$ cat src/rtl/dmem_arbiter.sv
// Two-port (core/host) arbiter in front of a single-port data memory.
// Optional macro DMEM_ARB_RR_EN: alternate winners on contention; default is core-first priority.
module dmem_arbiter (
  input  logic        clk,
  input  logic        reset,
  input  logic        core_req,
  input  logic        core_we,
  input  logic [7:0]  core_addr,
  input  logic [7:0]  core_wdata,
  output logic        core_gnt,
  output logic        core_rvalid,
  output logic [7:0]  core_rdata,
  input  logic        host_req,
  input  logic        host_we,
  input  logic [7:0]  host_addr,
  input  logic [7:0]  host_wdata,
  output logic        host_gnt,
  output logic        host_rvalid,
  output logic [7:0]  host_rdata,
  output logic [7:0]  mem_addr,
  output logic [7:0]  mem_wdata,
  output logic        mem_write,
  output logic        mem_read,
  input  logic [7:0]  mem_rdata,
  input  logic        core_halt,
  output logic [15:0] conflict_cnt
);

  localparam int unsigned DW = 8;
  localparam int unsigned CW = 16;
  localparam logic        PORT_CORE = 1'b0;
  localparam logic        PORT_HOST = 1'b1;

  logic          r_last_winner;
  logic          r_rd_pend;
  logic          r_rd_owner;
  logic [CW-1:0] r_conflict_cnt;
  logic [DW-1:0] r_core_rdata;
  logic [DW-1:0] r_host_rdata;

  logic w_contend;
  logic w_core_win;
  logic w_core_gnt;
  logic w_host_gnt;
  logic w_core_rvalid;
  logic w_host_rvalid;

`ifdef DMEM_ARB_RR_EN
  assign w_core_win = (r_last_winner == PORT_HOST);
`else
  logic w_unused_last_winner;
  assign w_core_win           = 1'b1;
  assign w_unused_last_winner = r_last_winner;
`endif

  // Grant decision: halt hands the memory to the host; reset blocks every grant.
  always_comb begin
    w_contend  = 1'b0;
    w_core_gnt = 1'b0;
    w_host_gnt = 1'b0;
    if (!reset) begin
      w_contend  = core_req && host_req && !core_halt;
      w_core_gnt = core_req && !core_halt && (!host_req || w_core_win);
      w_host_gnt = host_req && !w_core_gnt;
    end
  end

  // Memory-side command from the winner; idle drives zeros.
  always_comb begin
    mem_addr  = '0;
    mem_wdata = '0;
    mem_write = 1'b0;
    mem_read  = 1'b0;
    if (w_core_gnt) begin
      mem_addr  = core_addr;
      mem_write = core_we;
      mem_read  = !core_we;
      mem_wdata = core_we ? core_wdata : '0;
    end else if (w_host_gnt) begin
      mem_addr  = host_addr;
      mem_write = host_we;
      mem_read  = !host_we;
      mem_wdata = host_we ? host_wdata : '0;
    end
  end

  always_comb begin
    w_core_rvalid = r_rd_pend && (r_rd_owner == PORT_CORE);
    w_host_rvalid = r_rd_pend && (r_rd_owner == PORT_HOST);
  end

  assign core_gnt     = w_core_gnt;
  assign host_gnt     = w_host_gnt;
  assign core_rvalid  = w_core_rvalid;
  assign host_rvalid  = w_host_rvalid;
  assign core_rdata   = w_core_rvalid ? mem_rdata : r_core_rdata;
  assign host_rdata   = w_host_rvalid ? mem_rdata : r_host_rdata;
  assign conflict_cnt = r_conflict_cnt;

  // Winner history, read-response tracking, held read data and contention counter.
  always_ff @(posedge clk or posedge reset) begin
    if (reset) begin
      r_last_winner  <= PORT_CORE;
      r_rd_pend      <= 1'b0;
      r_rd_owner     <= PORT_CORE;
      r_conflict_cnt <= '0;
      r_core_rdata   <= '0;
      r_host_rdata   <= '0;
    end else begin
      if (w_core_gnt || w_host_gnt) begin
        r_last_winner <= w_host_gnt ? PORT_HOST : PORT_CORE;
      end
      r_rd_pend <= mem_read;
      if (mem_read) begin
        r_rd_owner <= w_host_gnt ? PORT_HOST : PORT_CORE;
      end
      if (w_core_rvalid) begin
        r_core_rdata <= mem_rdata;
      end
      if (w_host_rvalid) begin
        r_host_rdata <= mem_rdata;
      end
      if (w_contend && (r_conflict_cnt != {CW{1'b1}})) begin
        r_conflict_cnt <= r_conflict_cnt + CW'(1);
      end
    end
  end

endmodule

$ cat config.mk
export PLATFORM = sky130hd
export DESIGN_NAME = dmem_arbiter
export DESIGN_NICKNAME = d
export VERILOG_FILES = /design/src/rtl/dmem_arbiter.sv
export SDC_FILE = /design/constraint.sdc
export NUM_CORES = 1
export LEC_CHECK = 0
export CORE_MARGIN = 2
export CORE_UTILIZATION = 30
export DETAILED_ROUTE_END_ITERATION = 10
export GPL_ROUTABILITY_DRIVEN = 0
export PLACE_DENSITY = 0.7
export SLEW_MARGIN = 5
export SYNTH_ARGS = -nofsm -noshare
export SYNTH_HDL_FRONTEND = slang
export SYNTH_SLANG_ARGS = --single-unit
$ cat constraint.sdc
create_clock -name clk -period 2.3 [get_ports clk]
set_input_delay 0.345 -clock clk [delete_from_list [all_inputs] [get_ports clk]]
set_output_delay 0.345 -clock clk [all_outputs]
set_load 0.02 [all_outputs]
# Word-level counts from Yosys, hierarchy flattened
# Index checks and enable logic that the tools add are counted.
[classes] addsub=1 n_eq_ne=1 muxes=16 bitwise_logic=1 n_reduce_logical=11
[ops] cell="$mux W8" n=8
[ops] cell="$add A16 B1 Y16 const B" n=1
[ops] cell="$ne A16 B16 Y1 const B" n=1
[ops] cell="$mux W1" n=8
[ops] cell="$logic_and A1 B1 Y1" n=7
[ops] cell="$logic_not A1 Y1" n=4
[ops] cell="$not A1 Y1" n=1
[totals] register_bits=34 inputBits=47 output_inout_bits=54 word_cells=35

# Longest topological paths before layout
[logic_depth] word_depth=7 depth_mapped=6 depth_no_buf=6

# Least setup slack after synthesis
# No wires, ideal clock.
[synth_path] path_type="input -> output" start="input reset" end="output mem_read" arrival_ns=2.134 required_ns=1.955 setup_slack_ns=-0.179 cell_stages=4 path_buffers=1 cell_sequence="inv_1 and3_1 clkbuf_1 a22o_1"
[synth_between] elab_chain_len=3 word_cells_on_any_way=4 cone_classes="mux: 4"
[synth_rtl] item="from (decl)" line="5" text="input logic reset,"
[synth_rtl] item="$mux W1" line="61" text="if (!reset) begin"
[synth_rtl] item="via host_gnt" line="17" text="output logic host_gnt,"
[synth_rtl] item="$mux W1" line="79" text="end else if (w_host_gnt) begin"
[synth_rtl] item="$mux W1" line="74" text="if (w_core_gnt) begin"
[synth_rtl] item="to (decl)" line="23" text="output logic mem_read,"
# The timed path passes the listed nets, and every way through them passes these cells.

# Final worst setup path
[layout_path] start="register r_rd_owner" end="output core_rdata[2]"
[layout_between] elab_chain_len=3
[layout_rtl] item="from (decl)" line="36" text="logic r_rd_owner;"
[layout_rtl] item="from (signal assigned)" line="115" text="r_rd_owner <= w_host_gnt ? PORT_HOST : PORT_CORE;"
[layout_rtl] item="$not A1 Y1" line="88" text="w_core_rvalid = r_rd_pend && (r_rd_owner == PORT_CORE);"
[layout_rtl] item="$logic_and A1 B1 Y1" line="88"
[layout_rtl] item="$mux W8"
[layout_rtl] item="to (decl)" line="12" text="output logic [7:0] core_rdata,"
# Every way passes these cells.

==> metrics.md <==
| Metric | Value |
|---|---|
| Setup-failing EPs final | `0` |
| First-pass GRT wire length | `7260 microns` |
| CP Cell Sequence | `nor2b_1 -> buf_4 -> mux2_2 -> clkdlybuf4s50_1` |
| Relative slew slack | `0.720` |
| Die width | `78.1 microns` |
| Core Area | `5200 sq um` |
| CP Max Fanout | `9` |
| CP arrival | `1.88 ns` |
| Worst Setup SP | `r_rd_owner$_DFFE_PP0P_` |
| Worst Path Buf+Inv | `2` |
| Syn_nets | `188` |
| Finished Layout Cells | `327` |
| Final ANT Viol Nets | `0` |
| # rows | `26` |
| DR DRC count | `0` |
| Critical Path RT | `1.96 ns` |
| Sequential element share of the synthesized area | `0.517` |
| Number of global-route vias before repair | `1576` |
| Post-synth cell types | `26` |
| Placed insts | `319` |
| Syn-to-layout area delta | `77.4%` |
| Die H | `78.1 microns` |
| Worst-Margin Slew | `0.421 ns` |
| Kind of end point of the critical path | `primary output` |
| Io pins | `101` |
| Worst hold path class | `in -> async` |
| M1 GR Usage | `0.190` |
| Worst R2R End | `conflict_cnt[10]$_DFFE_PP0P_` |
| R2r worst-path depth | `6` |
| Post-Synthesis Cells | `140` |
| Final Net Count | `304` |
| Period minus WS final | `2.22 ns` |
| Die area | `6100 sq um` |
| Remaining global-route overflow | `0` |
| Total power | `2180 uW` |
| Drt wl/cell | `13.4 microns` |
| FFs w/ async S/R, synth | `1.00` |
| Crit-path slowest cell | `clkdlybuf4s50_1` |
| Hpwl dp | `3350 microns` |
| Final Hold Viols | `0` |
| Synth Register Bits | `34` |
| GR Layer Usage met3 | `0.0437` |
| Clk buf depth | `2` |
| Drt first-iter violations | `64` |
| Largest net degree at the start of global routing | `35` |
| Final WL | `4390 microns` |
| GRT Total Usage | `0.149` |
| Fin. max-slew vios | `0` |
| Drt pass-1 iters | `4` |
| Final period utilization | `0.966` |
| Diodes inserted | `0` |
| Syn_area_per_cell | `11.8 sq um` |
| Share of cells above drive strength 1 | `0.206` |
| Static Leakage | `0.00137 uW` |
| Max frequency | `450 MHz` |
| Number of flops mapped to enable cells by yosys | `0` |
| CTS sink count | `34` |
| Critical Path Start Type | `flip-flop` |
| Critical path's largest stage delay | `0.54 ns` |
| Post-Syn Area | `1650 sq um` |
| Met2 Resource Use GR | `0.237` |
| Initial antenna violation count | `0` |
| Synth Warn # | `0` |
| Worst setup path class | `reg -> out` |
| CTS tree | `done` |
| Clock Tree Root | `clkbuf_8` |
| Clk_lat worst skew | `0.28 ns` |
| Result of the run | `completed` |
| # hold bufs at CTS | `0` |
| Max-cap violations | `0` |
| CP delay by family, top | `buffers and inverters` |
| Via count | `1501` |
| Peak VDD IR | `0.518 mV` |
| Reg-to-reg startpoint | `conflict_cnt[0]$_DFFE_PP0P_` |
| CTS H-tree lvls | `2` |
| Worst Skew | `0.00281 ns` |
| RSZ-0062 raised after global routing | `no` |
| Flop-to-flop setup slack | `0.61 ns` |
| DR vias/cell | `4.59` |
| Initial core utilization | `0.316` |
| CTS Buf Count | `5` |
| Grt peak-use layer | `met2` |
| Pwr/cell area | `746 nW/um^2` |
| # port buffers | `100` |
| Hold WS | `0.241 ns` |
| Worst-path clk slew | `0.07 ns` |
| Primary FF master, synth | `dfrtp_1` |
[cells in the final DEF, fill, tap and decap left out, drive strengths merged, types with 5 or more instances in the layout]
cell	netlist	layout
dlygate4sd2	0	12
nand2	6	6
buf	0	13
clkdlybuf4s50	0	73
inv	6	5
dfrtp	34	34
nand3	8	8
nor3	5	5
dlymetal6s2s	0	9
clkbuf	4	13
a22o	17	17
nor2	8	8
mux2	17	17
xnor2	8	8
[worst register-to-register path, cell delays in order, from the launching register on]
cell	delay [ns]
dfrtp_1	0.41
ha_1	0.28
nand3_1	0.15
nor3_1	0.24
nand2b_1	0.17
nor3_1	0.21
xor2_1	0.16
[layout make-up]
| cell class | count | area [sq um] |
|---|---|---|
| clock buffers | 8 | 110 |
| repair buffers | 113 | 1080 |
| multi-input cells | 96 | 763 |
| fillers | 484 | 2280 |
| inverters | 6 | 26.3 |
| flip-flops and latches | 34 | 851 |
| well taps | 70 | 87.6 |
[synthesized netlist by cell type, types with 3 or more instances]
cell      count  area [sq um]
nand2_1       6          22.5
nor3_1        4          20.0
inv_1         6          22.5
nand4_1       3          18.8
nand3_1       8          40.0
dfrtp_1      34           851
mux2_2       17           191
clkbuf_1      4          15.0
a21oi_1       4          20.0
xor2_1        4          35.0
nor2_1        8          30.0
xnor2_1       8          70.1
a22o_1       17           149
[where the power goes]
group          leakage (uW)  internal [uW]  switching, uW
Combinational      0.000885            460            407
Sequential         0.000429            740           67.3
Clock             0.0000575            302            204
[through the flow]
step           instance area, sq um   util  worst slack [ns]  setup TNS, ns
6_report                       2920  0.561            0.0785              0
3_5_place_dp                   2820  0.542            -0.300          -3.51
5_1_grt                        2920  0.561           0.00126              0
3_3_place_gp                   2820  0.542            -0.254          -2.97
4_1_cts                        2920  0.560           0.00595              0
2_1_floorplan                  1650      -             0.113              0
[sequential cells by signal (all words and copies together) (netlist names)]
register	flops
conflict_cnt	16
r_rd_owner	1
r_rd_pend	1
r_core_rdata	8
r_host_rdata	8
[per-layer routing]
layer	vias to the layer above	part of all wire
met4	0	0.017
li1	740	-
met1	703	0.45
met2	49	0.47
met3	9	0.059
met5	-	0
[timing repair]
| action | 4_1_cts | 5_1_grt |
|---|---|---|
| setup endpoints to repair | 26 | 17 |
| resized for setup | 22 | 20 |
| buffers inserted | 0 | 0 |
| endpoints found under the hold margin | 0 | 0 |
| cloned | 0 | 0 |
[worst max path at each step]
stage,end,slack (ns),depth (start not counted)
after floorplan,mem_write,0.11,5
after global placement,mem_write,-0.25,6
after detailed placement,mem_write,-0.30,6
after CTS,mem_write,0.006,6
after global routing,core_rdata[2],0.001,4
final,core_rdata[2],0.08,4
[cell families (layout without fill, tap and decap cells)]
family                   Yosys count  after routing  synth area share
multiplexers                      17             17             0.116
AO/OA/AOI/OAI                     24             24             0.118
AND/OR/NAND/NOR                   42             42             0.155
buffers and inverters             10            127            0.0228
XOR/XNOR                          12             12            0.0638
flip-flops                        34             34             0.517
adder cells (fa/ha/maj)            1              1           0.00760
No activity file was read; power rests on OpenSTA's default activity.
==> variant 1 (config.mk and constraints unchanged) <==
Put one more register stage on the output `conflict_cnt`, cleared by the reset. The value now appears one clock later. The other outputs are not delayed to match.
--- a/src/rtl/dmem_arbiter.sv
+++ b/src/rtl/dmem_arbiter.sv
@@ -95,7 +95,13 @@
   assign host_rvalid  = w_host_rvalid;
   assign core_rdata   = w_core_rvalid ? mem_rdata : r_core_rdata;
   assign host_rdata   = w_host_rvalid ? mem_rdata : r_host_rdata;
-  assign conflict_cnt = r_conflict_cnt;
+  always_ff @(posedge clk or posedge reset) begin
+    if (reset) begin
+      conflict_cnt <= '0;
+    end else begin
+      conflict_cnt <= r_conflict_cnt;
+    end
+  end
 
   // Winner history, read-response tracking, held read data and contention counter.
   always_ff @(posedge clk or posedge reset) begin
Function: changed (Yosys sat finds a counterexample within 4 cycles, from zero or initial values and one cycle with reset high).
==> variant 1 against the original RTL <==
Setup slack got worse by 14 ps; via count increased by 10%; sequential cell count increased by 16; sequential share of layout area increased by 6.3 points; power increased by 20%; area after synthesis increased by 27%; wire length increased by 16%; largest cell class is now flip-flops and latches; sequential power increased by 40%; combinational power increased by 2%; design area increased by 21%.
==> variant 1: results (changes against the original RTL) <==
| Metric | Value |
|---|---|
| Hold WC Path Type | reg -> reg (was in -> async) |
| All-Layer GR Usage | 13.3% (was 14.9%) |
| DR iter-0 viols | 35 (was 64) |
| Status | completed (unchanged) |
| Sequential area share after synthesis | 60.0% (was 51.7%) |
| DP Cell Count | 350 (was 319) |
| Fin crit period | 2240 ps (was 2220 ps) |
| Ranking of synthesized cells by area | dfrtp_1, mux2_2, a22o_1 (unchanged) |
| Net Count, Synth | 209 (was 188) |
| Nets@finish | 325 (was 304) |
| Met2 Use GR | 21.8% (was 23.7%) |
| Synth top cells by count | dfrtp_1, a22o_1, mux2_2, xor2_1, nor2_1 (was dfrtp_1, a22o_1, mux2_2) |
| RR Endpoint | r_conflict_cnt[12] (was conflict_cnt[10]) |
| Setup crit end | mem_wdata[2] (was core_rdata[2]) |
| Share of cells above drive strength 1 | 22.7% (was 20.6%) |
| Mux cell area share after synthesis | 10.4% (was 11.6%) |
| GR met1 Demand/Resource | 16.9% (was 19.0%) |
| Switch share | 29.0% (was 31.1%) |
| Worst-Skew Late Latency | 300 ps (was 280 ps) |
| Vias per cell | 4.64 (was 4.59) |
| Worst setup path startpoint | reset (was r_rd_owner) |
| Depth of the worst register-to-register path | 5 (was 6) |
| Flop pwr share | 43.2% (was 37.1%) |
| Distinct cells, synth | 27 (was 26) |
| Pre-CTS setup slack | -184 ps (was -300 ps) |
| Xor/xnor cell area share of the yosys netlist | 4.62% (was 6.38%) |
| Largest net degree at the start of global routing | 51 (was 35) |
| Post-Synth Adder-Cell Area | 0.600% (was 0.760%) |
| Synth Instances | 161 (was 140) |
-- variant 1: what timing repair did --
item / CTS / global route
pin swaps: 0 / 0
setup endpoints to repair: 27 / 10
resized for setup: 20 / 10
hold endpoints to repair: 0 / 0
-- variant 1: cell families (layout without fill, tap and decap cells) --
logic type,after synthesis,in the layout
simple gates,47,47
buf+inv,9,125
mux,19,19
compound gates,24,24
xor+xnor,11,11
fa+ha+maj,1,1
flops,50,50
-- variant 1: final cells by class --
cell class / instances / area, sq um / area share, %
multi-input combinational: 102 / 947 / 26.8
clock buffer: 6 / 82.6 / 2.34
clock inverter: 1 / 30.0 / 0.850
sequential: 50 / 1250 / 35.4
inverter: 5 / 22.5 / 0.638
timing repair buffer: 113 / 1100 / 31.1
tap: 80 / 100 / 2.83
-- variant 1: worst min-delay path by stage --
stage                                  start                to  slack, ps  depth (start not counted)
after floorplan                        reset   conflict_cnt[0]        390                          1
after global placement    r_conflict_cnt[15]  conflict_cnt[15]        410                          0
after detailed placement   r_conflict_cnt[7]   conflict_cnt[7]        430                          0
after CTS                  r_conflict_cnt[7]   conflict_cnt[7]        440                          0
after global routing      r_conflict_cnt[13]  conflict_cnt[13]        450                          0
final                      r_conflict_cnt[7]   conflict_cnt[7]        440                          0
-- variant 1: power by group through the flow --
stage	clock network, mW	registers [mW]	logic, mW
final	0.614	1.13	0.879
after global routing	0.679	1.16	0.939
after CTS	0.641	1.14	0.904
after detailed placement	0	1.15	0.915
after global placement	0	1.14	0.903
after floorplan	0	1.17	0.424
-- variant 1: metal layers --
layer	up-vias	share of wire (%)
met5	-	0
met4	0	1.7
met3	9	4.8
met2	41	51
met1	794	42
li1	813	-
-- variant 1: critical path, stage by stage --
cell	delay, ps
clkdlybuf4s50_1	520
clkinvlp_4	100
and3_4	170
and2_4	180
a22o_4	250
dlygate4sd2_1	320
-- variant 1: stage by stage --
step,util [%],setup TNS (ps)
CTS,51.9,0
floorplan,-,-1120
global route,52.3,0
detailed placement,50.6,-2840
global placement,50.6,-2620
finish,52.3,0
==> variant 2 (config.mk and constraints unchanged) <==
Without the edit above. The option `DMEM_ARB_RR_EN` is turned on by a define.
--- a/src/rtl/dmem_arbiter.sv
+++ b/src/rtl/dmem_arbiter.sv
@@ -1,5 +1,7 @@
 // Two-port (core/host) arbiter in front of a single-port data memory.
 // Optional macro DMEM_ARB_RR_EN: alternate winners on contention; default is core-first priority.
+`define DMEM_ARB_RR_EN
+
 module dmem_arbiter (
   input  logic        clk,
   input  logic        reset,
Formal check against the unedited RTL: not equivalent (a bounded check fails within 4 cycles, from zero or initial values and one cycle with reset high).
==> variant 2 against the original RTL <==
Power rose by 3.7%; critical path type is now in -> out; fmax decreased by 1.6%; wire length grew 0.96%; sequential cell count up 1; setup slack worse by 36 ps; critical endpoint is now mem_addr[2]; sequential power increased by 6.1%; non-clock buffer count grew 2; design area is 3.0% higher; utilization is 2.1 points lower; die area increased by 6.3%; area after synthesis increased by 6.7%.
==> variant 2: results (changes against the original RTL) <==
| Metric | Value |
|---|---|
| Gate power share | 40.9% (was 39.7%) |
| Flop pwr share | 37.9% (was 37.1%) |
| Ranking of synthesized cells by area | dfrtp_1, mux2_2, a22o_1 (unchanged) |
| Clock transition at path regs | 70 ps (about the same) |
| Worst-Margin Slew | 448 ps (was 421 ps) |
| LEAKAGE | 1.42 nW (was 1.37 nW) |
| Net Count, Synth | 197 (was 188) |
| CTS Buffer Depth | 2 (unchanged) |
| DP Area | 0.00295 sq mm (was 0.00282 sq mm) |
| Max reg flops | 16 (unchanged) |
| Worst Path Arrival | 1910 ps (was 1880 ps) |
| Fillers | 520 (was 484) |
| Synth top cells by count | dfrtp_1, mux2_2, a22o_1, xor2_1 (was dfrtp_1, a22o_1, mux2_2) |
| First-pass GRT wire length | 7190 um (was 7260 um) |
| Compound-cell area share of the yosys netlist | 13.2% (was 11.8%) |
| P per Cell Area | 751 mW/mm^2 (was 746 mW/mm^2) |
| All-Layer GR Usage | 13.9% (was 14.9%) |
| Largest net degree at the start of global routing | 36 (was 35) |
| DP Cell Count | 331 (was 319) |
| Layout Cells excl Fill | 340 (was 327) |
| Nets@finish | 315 (was 304) |
| Final Max Slew Viols | 0 (unchanged) |
| Mux cell area share after synthesis | 10.9% (was 11.6%) |
| Pre-CTS setup slack | -395 ps (was -300 ps) |
| Status | completed (unchanged) |
| Vias in the first global route | 1,663 (was 1,576) |
| Share of cells above drive strength 1 | 26.9% (was 20.6%) |
| Synth Instances | 149 (was 140) |
| Xor/xnor cell area share of the yosys netlist | 5.98% (was 6.38%) |
| Maximum vdd ir drop | 0.000370 V (was 0.000518 V) |
| Post-Synth Adder-Cell Area | 0.712% (was 0.760%) |
| Worst-Skew Late Latency | 280 ps (about the same) |
| Overall routed net length | 4430 um (was 4390 um) |
| Distinct cells, synth | 36 (was 26) |
| H-tree level count | 2 (unchanged) |
| Clock Skew | 2.15 ps (was 2.81 ps) |
| Sequential area share after synthesis | 49.9% (was 51.7%) |
| Cts bufs inserted | 5 (unchanged) |
| Net Switching | 730 uW (was 678 uW) |
| Vias per cell | 4.78 (was 4.59) |
| Hold WC Path Type | reg -> reg (was in -> async) |
| DR iter-0 viols | 60 (was 64) |
| Largest stage delay on the critical path | 410 ps (was 540 ps) |
| DP Wirelength | 3400 um (was 3350 um) |
variant 2: cell count changes in the layout (fill, tap and decap cells not counted), sizes merged, moves of 2 or more:
cell | unedited run | this run
buf | 13 | 31
clkbuf | 13 | 9
clkdlybuf4s50 | 73 | 71
dlygate4sd2 | 12 | 2
inv | 5 | 7
nand3 | 8 | 4
nand4 | 3 | 7
nor2 | 8 | 5
nor4 | 0 | 2
o21ai | 0 | 2
xnor2 | 8 | 3
xor2 | 4 | 9
variant 2: area by class of cell:
cell class / instances / area, sq um / share of cell area (%)
clock buffer: 8 / 100 / 3.33
timing repair buffer: 115 / 1060 / 35.2
inverter: 7 / 26.3 / 0.874
multi-input combinational: 103 / 856 / 28.5
sequential: 35 / 876 / 29.1
tap: 72 / 90.1 / 3.00
variant 2: timing repair:
item | 4_1_cts | 5_1_grt
setup endpoints to repair | 28 | 19
gates resized for setup | 60 | 27
cloned | 0 | 1
variant 2: critical path, delay by kind of cell:
kind            cells  cell delay, ps
compound gates      1             130
simple gates        2             560
buf+inv             4             880
variant 2: routing by layer:
metal	up-vias	track usage (%)	share of wire [%]
met5	-	0	0
met4	0	4.24	1.0
met3	4	4.16	6.9
met2	70	23.8	49
met1	757	16.6	43
li1	793	-	-
variant 2: worst paths after layout:
kind	startpoint	cells past startpoint	end	slack, ps
max	core_halt	7	mem_addr[2]	40
min	r_core_rdata[5]	1	r_core_rdata[5]	490
max reg2reg	conflict_cnt[0]	5	conflict_cnt[14]	500
min reg2reg	r_core_rdata[5]	1	r_core_rdata[5]	490
max in group asynchronous	reset	4	r_core_rdata[3]	1310
min in group asynchronous	reset	4	r_rd_owner	660
